==> src/rtl/pipeline_pkg.sv <==
// Shared encodings for the pipeline hazard controller: FSM states,
// the hard-wired zero register and bit positions of the stage-enable bundle.
package pipeline_pkg;

  typedef enum logic [1:0] {
    ST_RUN      = 2'd0,
    ST_MEM_WAIT = 2'd1,
    ST_ERROR    = 2'd2
  } hz_state_t;

  // $zero never creates a dependency, whatever the load targets.
  localparam int REG_ZERO = 0;

  // Bit positions inside the stage write-enable bundle.
  localparam int EN_PC     = 0;
  localparam int EN_IF_ID  = 1;
  localparam int EN_ID_EX  = 2;
  localparam int EN_EX_MEM = 3;
  localparam int EN_MEM_WB = 4;
  localparam int NUM_EN    = 5;

endpackage

==> src/rtl/sat_counter.sv <==
// Saturating up-counter with synchronous clear; sticks at all-ones.
module sat_counter
  import pipeline_pkg::*;
#(
  parameter int CNT_W = 16
) (
  input  logic             clk,
  input  logic             clr,
  input  logic             inc,
  output logic [CNT_W-1:0] count
);

  // Clear wins over increment; once all-ones the value is held.
  always_ff @(posedge clk) begin
    if (clr) begin
      count <= '0;
    end else if (inc && (count != '1)) begin
      count <= count + 1'b1;
    end
  end

endmodule

==> src/rtl/pipeline_hazard_ctrl.sv <==
// Stall/flush controller for the 5-stage core: load-use bubbles, EX-resolved
// branch flushes, whole-pipe freeze on data-memory wait with a watchdog that
// traps to a sticky error state, plus saturating stall/flush counters.
module pipeline_hazard_ctrl
  import pipeline_pkg::*;
#(
  parameter int REG_AW      = 5,
  parameter int MEM_TIMEOUT = 15,
  parameter int CNT_W       = 16
) (
  input  logic              CLK,
  input  logic              RST,
  input  logic [REG_AW-1:0] ID_RS,
  input  logic [REG_AW-1:0] ID_RT,
  input  logic              ID_USES_RT,
  input  logic [REG_AW-1:0] EX_RT,
  input  logic              EX_MEM_READ,
  input  logic              EX_BR_TAKEN,
  input  logic              MEM_REQ,
  input  logic              MEM_READY,
  output logic              PC_WRITE,
  output logic              PC_SRC_BR,
  output logic              IF_ID_WRITE,
  output logic              IF_ID_FLUSH,
  output logic              ID_EX_WRITE,
  output logic              ID_EX_FLUSH,
  output logic              EX_MEM_WRITE,
  output logic              MEM_WB_WRITE,
  output logic              MEM_ERR,
  output logic [CNT_W-1:0]  STALL_CNT,
  output logic [CNT_W-1:0]  FLUSH_CNT
);

  localparam int WAIT_W = $clog2(MEM_TIMEOUT + 1);

  hz_state_t         state_q, state_d;
  logic [WAIT_W-1:0] wait_q, wait_d;

  logic              freeze;
  logic              load_use;
  logic [NUM_EN-1:0] wr_en;
  logic              pc_src_br;
  logic              if_id_flush;
  logic              id_ex_flush;

  assign freeze   = MEM_REQ && !MEM_READY;
  assign load_use = EX_MEM_READ
                    && (EX_RT != REG_AW'(REG_ZERO))
                    && ((EX_RT == ID_RS) || (ID_USES_RT && (EX_RT == ID_RT)));

  // State and watchdog registers; reset returns to RUN with a clean count.
  always_ff @(posedge CLK) begin
    if (RST) begin
      state_q <= ST_RUN;
      wait_q  <= '0;
    end else begin
      state_q <= state_d;
      wait_q  <= wait_d;
    end
  end

  // Next state: wait_cnt counts every consecutive not-ready cycle of the
  // access, the one that opened the wait included, so ERROR is reached right
  // after MEM_TIMEOUT such cycles.
  always_comb begin
    state_d = state_q;
    wait_d  = wait_q;
    unique case (state_q)
      ST_RUN: begin
        wait_d = '0;
        if (freeze) begin
          state_d = ST_MEM_WAIT;
          wait_d  = WAIT_W'(1);
        end
      end
      ST_MEM_WAIT: begin
        if (MEM_READY) begin
          state_d = ST_RUN;
          wait_d  = '0;
        end else begin
          wait_d = wait_q + 1'b1;
          if (wait_d >= WAIT_W'(MEM_TIMEOUT)) begin
            state_d = ST_ERROR;
          end
        end
      end
      ST_ERROR: begin
        state_d = ST_ERROR;
      end
      default: begin
        state_d = ST_RUN;
        wait_d  = '0;
      end
    endcase
  end

  // Control decode, highest priority first: reset, error, freeze, branch,
  // load-use, normal flow. A released MEM_WAIT decodes exactly like RUN.
  always_comb begin
    wr_en       = '1;
    pc_src_br   = 1'b0;
    if_id_flush = 1'b0;
    id_ex_flush = 1'b0;
    if (RST) begin
      wr_en       = '0;
      if_id_flush = 1'b1;
      id_ex_flush = 1'b1;
    end else if (state_q == ST_ERROR) begin
      wr_en = '0;
    end else if (freeze) begin
      wr_en = '0;
    end else if (EX_BR_TAKEN) begin
      // Squashes the wrong-path instructions in IF and ID, including any
      // dependent of a coincident load.
      pc_src_br   = 1'b1;
      if_id_flush = 1'b1;
      id_ex_flush = 1'b1;
    end else if (load_use) begin
      // Hold PC and IF/ID for one cycle and inject a bubble into EX; the
      // load moves on to MEM, so the hazard clears by itself next cycle.
      wr_en[EN_PC]    = 1'b0;
      wr_en[EN_IF_ID] = 1'b0;
      id_ex_flush     = 1'b1;
    end
  end

  assign PC_WRITE     = wr_en[EN_PC];
  assign IF_ID_WRITE  = wr_en[EN_IF_ID];
  assign ID_EX_WRITE  = wr_en[EN_ID_EX];
  assign EX_MEM_WRITE = wr_en[EN_EX_MEM];
  assign MEM_WB_WRITE = wr_en[EN_MEM_WB];
  assign PC_SRC_BR    = pc_src_br;
  assign IF_ID_FLUSH  = if_id_flush;
  assign ID_EX_FLUSH  = id_ex_flush;
  assign MEM_ERR      = (state_q == ST_ERROR) && !RST;

  sat_counter #(
    .CNT_W (CNT_W)
  ) u_stall_cnt (
    .clk   (CLK),
    .clr   (RST),
    .inc   (!wr_en[EN_PC]),
    .count (STALL_CNT)
  );

  sat_counter #(
    .CNT_W (CNT_W)
  ) u_flush_cnt (
    .clk   (CLK),
    .clr   (RST),
    .inc   (if_id_flush),
    .count (FLUSH_CNT)
  );

endmodule
==> config.mk <==
export PLATFORM = sky130hd
export DESIGN_NAME = pipeline_hazard_ctrl
export DESIGN_NICKNAME = d
export VERILOG_FILES = /design/src/rtl/pipeline_pkg.sv /design/src/rtl/sat_counter.sv /design/src/rtl/pipeline_hazard_ctrl.sv
export SDC_FILE = /design/constraint.sdc
export NUM_CORES = 1
export LEC_CHECK = 0
export CAP_MARGIN = 20
export CORE_MARGIN = 1.5
export CORE_UTILIZATION = 30
export DETAILED_ROUTE_END_ITERATION = 12
export HOLD_SLACK_MARGIN = 0.12
export SLEW_MARGIN = 5
export SYNTH_ARGS = -nofsm -noshare
export SYNTH_HDL_FRONTEND = slang
export SYNTH_SLANG_ARGS = --single-unit
==> constraint.sdc <==
create_clock -name CLK -period 4.9 [get_ports CLK]
set_input_delay 0.49 -clock CLK [delete_from_list [all_inputs] [get_ports CLK]]
set_output_delay 0.49 -clock CLK [all_outputs]
set_load 0.005 [all_outputs]
==> summary.txt, run 1 <==
Status
  – Outcome: complete, but fails checks
  – Failing checks: DRC

Die
  – Ports: 63
  – Total die area: slightly above 7000 um^2
  – Core area: 6459 um^2
  – Die Ht: 85.25 um
  – Starting Density: 0.3142
  – Chip Width: 85.25 um
  – Floorplan row count: 29

Logic synthesis
  – EDFF count, synth: 0
  – Cell Area, Synth: 2029 um^2
  – Synth cell count leaders: dfxtp_1 (38), nor2_1 (29), a21oi_1 (20), nand2_1 (19), xnor2_1 (15)
  – Library cells used by synthesis: 43
  – YS warnings: 0
  – Cells after Synth: 244
  – Syn_nets: 270
  – Seq/Total Area, Yosys: 0.3748
  – Synth Flop Type: dfxtp_1
  – Top cells by area, synth: dfxtp_1 (37%), xnor2_1 (6.5%), nor2_1 (5.4%)
  – Largest area contributor in the netlist: dfxtp_1
  – Avg Inst Size Synth: 8.317 um^2
  – Cell with the most instances after synthesis: dfxtp_1
  – Synth top area share: 0.3748
  – #FFs+latches synth: 38
  – Ys async rst share: 0

Setup path
  – Crit path buf inv count: 2
  – Crit path max-delay cell type: or4_1
  – Reg2Reg Setup Slack: around 2.3 ns
  – Reg-to-Reg Start: u_stall_cnt.count[4]
  – Delay-heaviest family, CP: buffers and inverters
  – Maximum fanout along the worst path: 3
  – Setup CP Type: in -> out
  – Largest stage delay on the critical path: about 0.55 ns
  – Levels on crit path: 6
  – Worst path required time: 4.41 ns
  – CP arrival: roughly 2.4 ns
  – CP endpoint kind: output pin
  – Crit path cell chain: clkdlybuf4s50_1 > or4_1 > o21a_1 > nand2_1 > o21a_1 > clkdlybuf4s50_1
  – Reg2reg path depth: 6
  – Setup crit start: EX_RT[1]
  – Crit path launch type: input port

Timing
  – Setup tns final: 0 ns
  – Max Freq: approximately 340 MHz
  – Rel. slew slack: 0.2914
  – Final setup vio count: 0
  – Period utilization: 0.5942
  – Slew Viols, Final: 0
  – Minimum clock period: 2.912 ns
  – Final Skew: 0.008599 ns
  – RSZ-0062 raised after global routing: no
  – Setup ws final: 1.988 ns
  – Slew at the pin with the worst max-slew slack: around 1.1 ns
  – Final hold vios: 0

Routing
  – DRC errors left: 5
  – Avg Vias per Cell: between 5 and 6
  – Initial drt markers: 84
  – Vias: ~1.9k
  – Remaining antenna violation count: 0
  – DRT Pass-1 Iters: 8
  – Total Wirelength: 4.756 mm
  – Wire per inst: 12.55 um

Hold path
  – Hold Path Stages: 2
  – Worst hold path class: reg -> reg
  – Min-delay src: u_stall_cnt.count[14]

Clock tree
  – CTS max path bufs: 2
  – CTS Root Cell: clkbuf_8
  – Clock Pin Slew Worst Setup and Hold Paths: 0.08 ns
  – H-tree Lvls: 2
  – CTS tree: yes
  – # hold bufs at CTS: 0
  – Setup bufs post-CTS: 0
  – Number of buffers created by CTS: 5
  – Post-CTS Resized: 0
  – Clk Latency, worst-skew pair: 0.29 ns
  – Clk sinks: 38

Global routing
  – Global-route wire length before repair: between 7 and 8 mm
  – Initial antenna violation count: 0
  – Largest net degree at the start of global routing: 42
  – Remaining global-route overflow: 0
  – Number of global-route vias before repair: 1683
  – GRT Resource Usage Total: 0.1306

Cells and area
  – Multi-input logic area: 1150 um^2
  – Sequential standard cell area: ~760 um^2
  – Share of cells above drive strength 1: 0.04636
  – FILL cells: ~670
  – Final layout net count: 327
  – Synthesis-to-layout area growth: 35.45%
  – Antenna diodes: 0

Placement
  – Pre-CTS WS: 1.772 ns
  – Final HPWL DP: 3.322 mm
  – IO buf count: 62
  – RePlAce Congestion: 0.7424

Pwr
  – Cell Pwr Density: ~230 nW/um^2
  – VDD IR-drop max: 0.1362 mV
  – LEAKAGE: 0.0009039 uW

Job
  – Max-cap viol count: 0
## metal layers
layer / global-route usage / wire, um / up-vias
li1: - / - / 983
met1: 0.1687 / 2256 / 879
met2: 0.2114 / 2143 / 48
met3: 0.04086 / 321 / 5
met4: 0.03519 / 34 / 0
met5: 0 / 0 / -
## layout make-up
type,count,area share
Multi-Input combinational cell,187,0.4183
Sequential cell,38,0.2767
Timing Repair Buffer,63,0.2285
Tap cell,77,0.03505
Clock buffer,7,0.03141
Inverter,6,0.008193
Clock inverter,1,0.001821
## registers in the layout, indices dropped and copies added (netlist names)
signal,cells
state_q,2
u_stall_cnt.count,16
wait_q,4
u_flush_cnt.count,16
## layout by cell type, fill, tap and decap left out, types with 4 or more instances in the layout
cell type        count
nor2_1              29
o21ai_0             13
xnor2_1             15
o31ai_1              5
and4_1               4
dfxtp_1             38
inv_1                6
or4_1                5
nand4_1             13
clkbuf_8             6
or3_1                8
clkdlybuf4s50_1     62
nand2_1             19
nand3_1             12
xor2_1              11
a21oi_1             20
ha_1                 4
## logic make-up after synthesis
logic type | after synthesis | synth area share
xor+xnor | 26 | 0.1122
mux | 2 | 0.009865
simple gates | 106 | 0.2737
compound gates | 49 | 0.1461
fa+ha+maj | 4 | 0.02466
buf+inv | 19 | 0.05857
flops | 38 | 0.3748
## power by group
group	total [uW]	internal [uW]	switching, uW
logic	82.5	48.1	34.4
registers	323	315	8.57
clock network	227	114	114
total	633	477	157
## final timing paths
kind	end
worst min register to register	u_stall_cnt.count[14]
worst min-delay path	u_stall_cnt.count[14]
worst max-delay path	IF_ID_WRITE
worst max register to register	u_stall_cnt.count[2]
## per-stage QoR
step                      cells  hold slack [ns]  utilization  cell area [um^2]  total power (uW)
after floorplan             244           0.4781            -              2029             373.7
after global placement      371           0.4887       0.4115              2658             412.9
after detailed placement    371           0.4994       0.4115              2658             413.5
after CTS                   379           0.5165       0.4256              2749             641.9
after global routing        379           0.5466       0.4256              2749             659.9
final                       379           0.5151       0.4256              2749             633.4
## worst reg2reg max path, cell delays in order, from the launching register on
cell       delay (ns)
dfxtp_1          0.43
nand4_1          0.24
nor4_1           0.58
nor3b_1          0.13
a2bb2oi_2        0.82
or3_2            0.26
a21oi_1          0.06
Power figures use the tool's default switching activity.
==> run 2, diff against run 1 <==
- clock period: 4.9 -> 2.55 ns (I/O delays scaled with it)
==> run 2 against run 1 <==
Against the previous run:
- the run still ends with DRC left
- critical path depth is the same
- final cell count is 0.79% higher
- clock skew about the same
- via count is 0.52% lower
- first-iteration DRC count down 14%
- combinational power grew 100%
- register-to-register slack got worse by 1.9 ns
- cell area is 1.8% higher
- count of clock-buffer cells in the layout stayed put
- routed wire length rose by 0.48%
- clock power is 120% higher
- die area unchanged
- largest cell class unchanged
- largest power group unchanged
==> summary.txt, run 2 (synthesized netlist as in run 1, its figures left out) <==
Status
  – Outcome: complete, but fails checks
  – Failing checks: DRC

Timing
  – Period utilization: 0.9515
  – Max Freq: 412.2 MHz
  – Final Skew: 0.008608 ns (+0.000009130 ns)
  – Final hold vios: 0 (unchanged)
  – Setup ws final: 0.1238 ns (-1.865 ns)
  – Slew Viols, Final: 0 (unchanged)
  – Rel. slew slack: 0.5993 (+0.3080)
  – Slew at the pin with the worst max-slew slack: 0.5955 ns (-0.4665 ns)
  – Setup tns final: 0 ns (unchanged)
  – Minimum clock period: 2.426 ns
  – RSZ-0062 raised after global routing: no
  – Final setup vio count: 0 (unchanged)

Clock tree
  – CTS max path bufs: 2 (unchanged)
  – Post-CTS Resized: 0 (unchanged)
  – # hold bufs at CTS: 0 (unchanged)
  – Clk sinks: 38 (unchanged)
  – Number of buffers created by CTS: 5 (unchanged)
  – H-tree Lvls: 2 (unchanged)
  – CTS Root Cell: clkbuf_8
  – Setup bufs post-CTS: 0 (unchanged)
  – Clk Latency, worst-skew pair: 0.29 ns (about the same)
  – CTS tree: yes
  – Clock Pin Slew Worst Setup and Hold Paths: 0.07 ns (about the same)

Die
  – Core area: 6459 um^2 (unchanged)
  – Die Ht: 85.25 um (unchanged)
  – Total die area: 7268 um^2 (unchanged)
  – Chip Width: 85.25 um (unchanged)
  – Starting Density: 0.3142 (unchanged)
  – Floorplan row count: 29 (unchanged)
  – Ports: 63 (unchanged)

Pwr
  – LEAKAGE: 0.0009263 uW (+2.5%)
  – VDD IR-drop max: 0.2656 mV (+95%)
  – Cell Pwr Density: 459.7 nW/um^2 (+100%)
  – Design Power: 1287 uW (+100%)

Cells and area
  – Synthesis-to-layout area growth: 37.92%
  – FILL cells: 650 (-2.8%)
  – Antenna diodes: 0 (unchanged)
  – Most frequent cells in the layout: clkdlybuf4s50_1 (62), dfxtp_1 (38), nor2_1 (29), a21oi_1 (20), nand2_1 (19)
  – Final layout net count: 330 (+0.92%)
  – Share of cells above drive strength 1: 0.05246 (+0.006101)
  – Most common cell after layout, fill and taps aside: clkdlybuf4s50_1
  – Largest regs: u_flush_cnt.count (16), u_stall_cnt.count (16), wait_q (4)

Routing
  – Initial drt markers: 72 (-14%)
  – Total Wirelength: 4.779 mm (+0.48%)
  – DRT Pass-1 Iters: 8 (unchanged)
  – DRC errors left: 5 (unchanged)
  – Avg Vias per Cell: 4.987 (-1.3%)
  – Wire per inst: 12.51 um (-0.31%)
  – Remaining antenna violation count: 0 (unchanged)
  – Vias: 1905 (-0.52%)

Global routing
  – Largest net degree at the start of global routing: 40 (-4.8%)
  – GRT Resource Usage Total: 0.1329 (+0.002289)
  – Remaining global-route overflow: 0 (unchanged)
  – Initial antenna violation count: 0 (unchanged)
  – Global-route wire length before repair: 7.879 mm (+1.5%)
  – Number of global-route vias before repair: 1717 (+2.0%)

Setup path
  – Crit path cell chain: clkdlybuf4s50_1 > or4_1 > o21a_1 > nand2_1 > o21a_1 > clkdlybuf4s50_1
  – Largest stage delay on the critical path: 0.53 ns (-0.02 ns)
  – Setup CP Type: in -> out
  – Crit path max-delay cell type: or4_1
  – CP endpoint kind: output pin
  – CP arrival: 2.17 ns (-0.25 ns)
  – Levels on crit path: 6 (unchanged)
  – Worst path required time: 2.30 ns (-2.11 ns)
  – Reg2reg path depth: 8 (+2)
  – Delay-heaviest family, CP: buffers and inverters
  – Crit path launch type: input port
  – Maximum fanout along the worst path: 3 (unchanged)
  – Crit path buf inv count: 2 (unchanged)

Hold path
  – Hold Path Stages: 2 (unchanged)
  – Worst hold path class: reg -> reg

Placement
  – Pre-CTS WS: 0.1084 ns (-1.663 ns)
  – Final HPWL DP: 3.399 mm (+2.3%)
  – IO buf count: 62 (unchanged)
  – RePlAce Congestion: 0.7862 (+5.9%)

Job
  – Max-cap viol count: 0 (unchanged)
run 2: cell types whose count changed in the layout (fill, tap and decap cells not counted):
| cell | previous run | this run |
|---|---|---|
| clkbuf_8 | 6 | 5 |
| buf_12 | 0 | 1 |
| clkinv_2 | 1 | 0 |
| bufinv_16 | 0 | 1 |
| clkbuf_1 | 1 | 2 |
| buf_4 | 1 | 3 |
run 2: metal layers:
metal,up-vias,part of all wire,track usage
li1,992,-,-
met1,856,0.48,0.1678
met2,51,0.44,0.2157
met3,6,0.067,0.04183
met4,0,0.012,0.04399
met5,-,0,0
run 2: worst paths after layout:
| path | end | start | slack [ns] |
|---|---|---|---|
| min | u_stall_cnt.count[10] | u_stall_cnt.count[10] | 0.50 |
| max reg2reg | u_stall_cnt.count[12] | u_stall_cnt.count[0] | 0.36 |
| max | IF_ID_WRITE | EX_RT[1] | 0.12 |
| min reg2reg | u_stall_cnt.count[10] | u_stall_cnt.count[10] | 0.50 |
run 2: stage by stage:
stage	instance area [um^2]	hold WS, ns	utilization	std cells
after global routing	2799	0.5490	0.4334	382
after detailed placement	2693	0.5007	0.4169	374
final	2799	0.5039	0.4334	382
after global placement	2693	0.4908	0.4169	374
after CTS	2799	0.5125	0.4334	382
after floorplan	2029	0.4690	-	244
run 2: tightest hold or removal path, cell delays in order, from the launching register on:
cell and delay, ns:
dfxtp_1 0.33, o31ai_1 0.07, a21oi_1 0.06
run 2: power by group:
part | switching [uW] | internal [uW] | leakage (uW) | total [uW]
sequential | 16.1 | 605 | 0.000307 | 621
combinational | 68.1 | 98.0 | 0.000567 | 166
clock | 207 | 293 | 0.0000524 | 500
total | 291 | 996 | 0.000926 | 1290
run 2: layout make-up:
cell class	instances	area [um^2]	area share
clock inverters	1	30.03	0.01073
multi-input cells	187	1150	0.4108
inverters	6	22.52	0.008047
repair buffers	66	663.1	0.2369
flip-flops and latches	38	760.7	0.2718
clock buffers	7	76.32	0.02727
well taps	77	96.34	0.03442
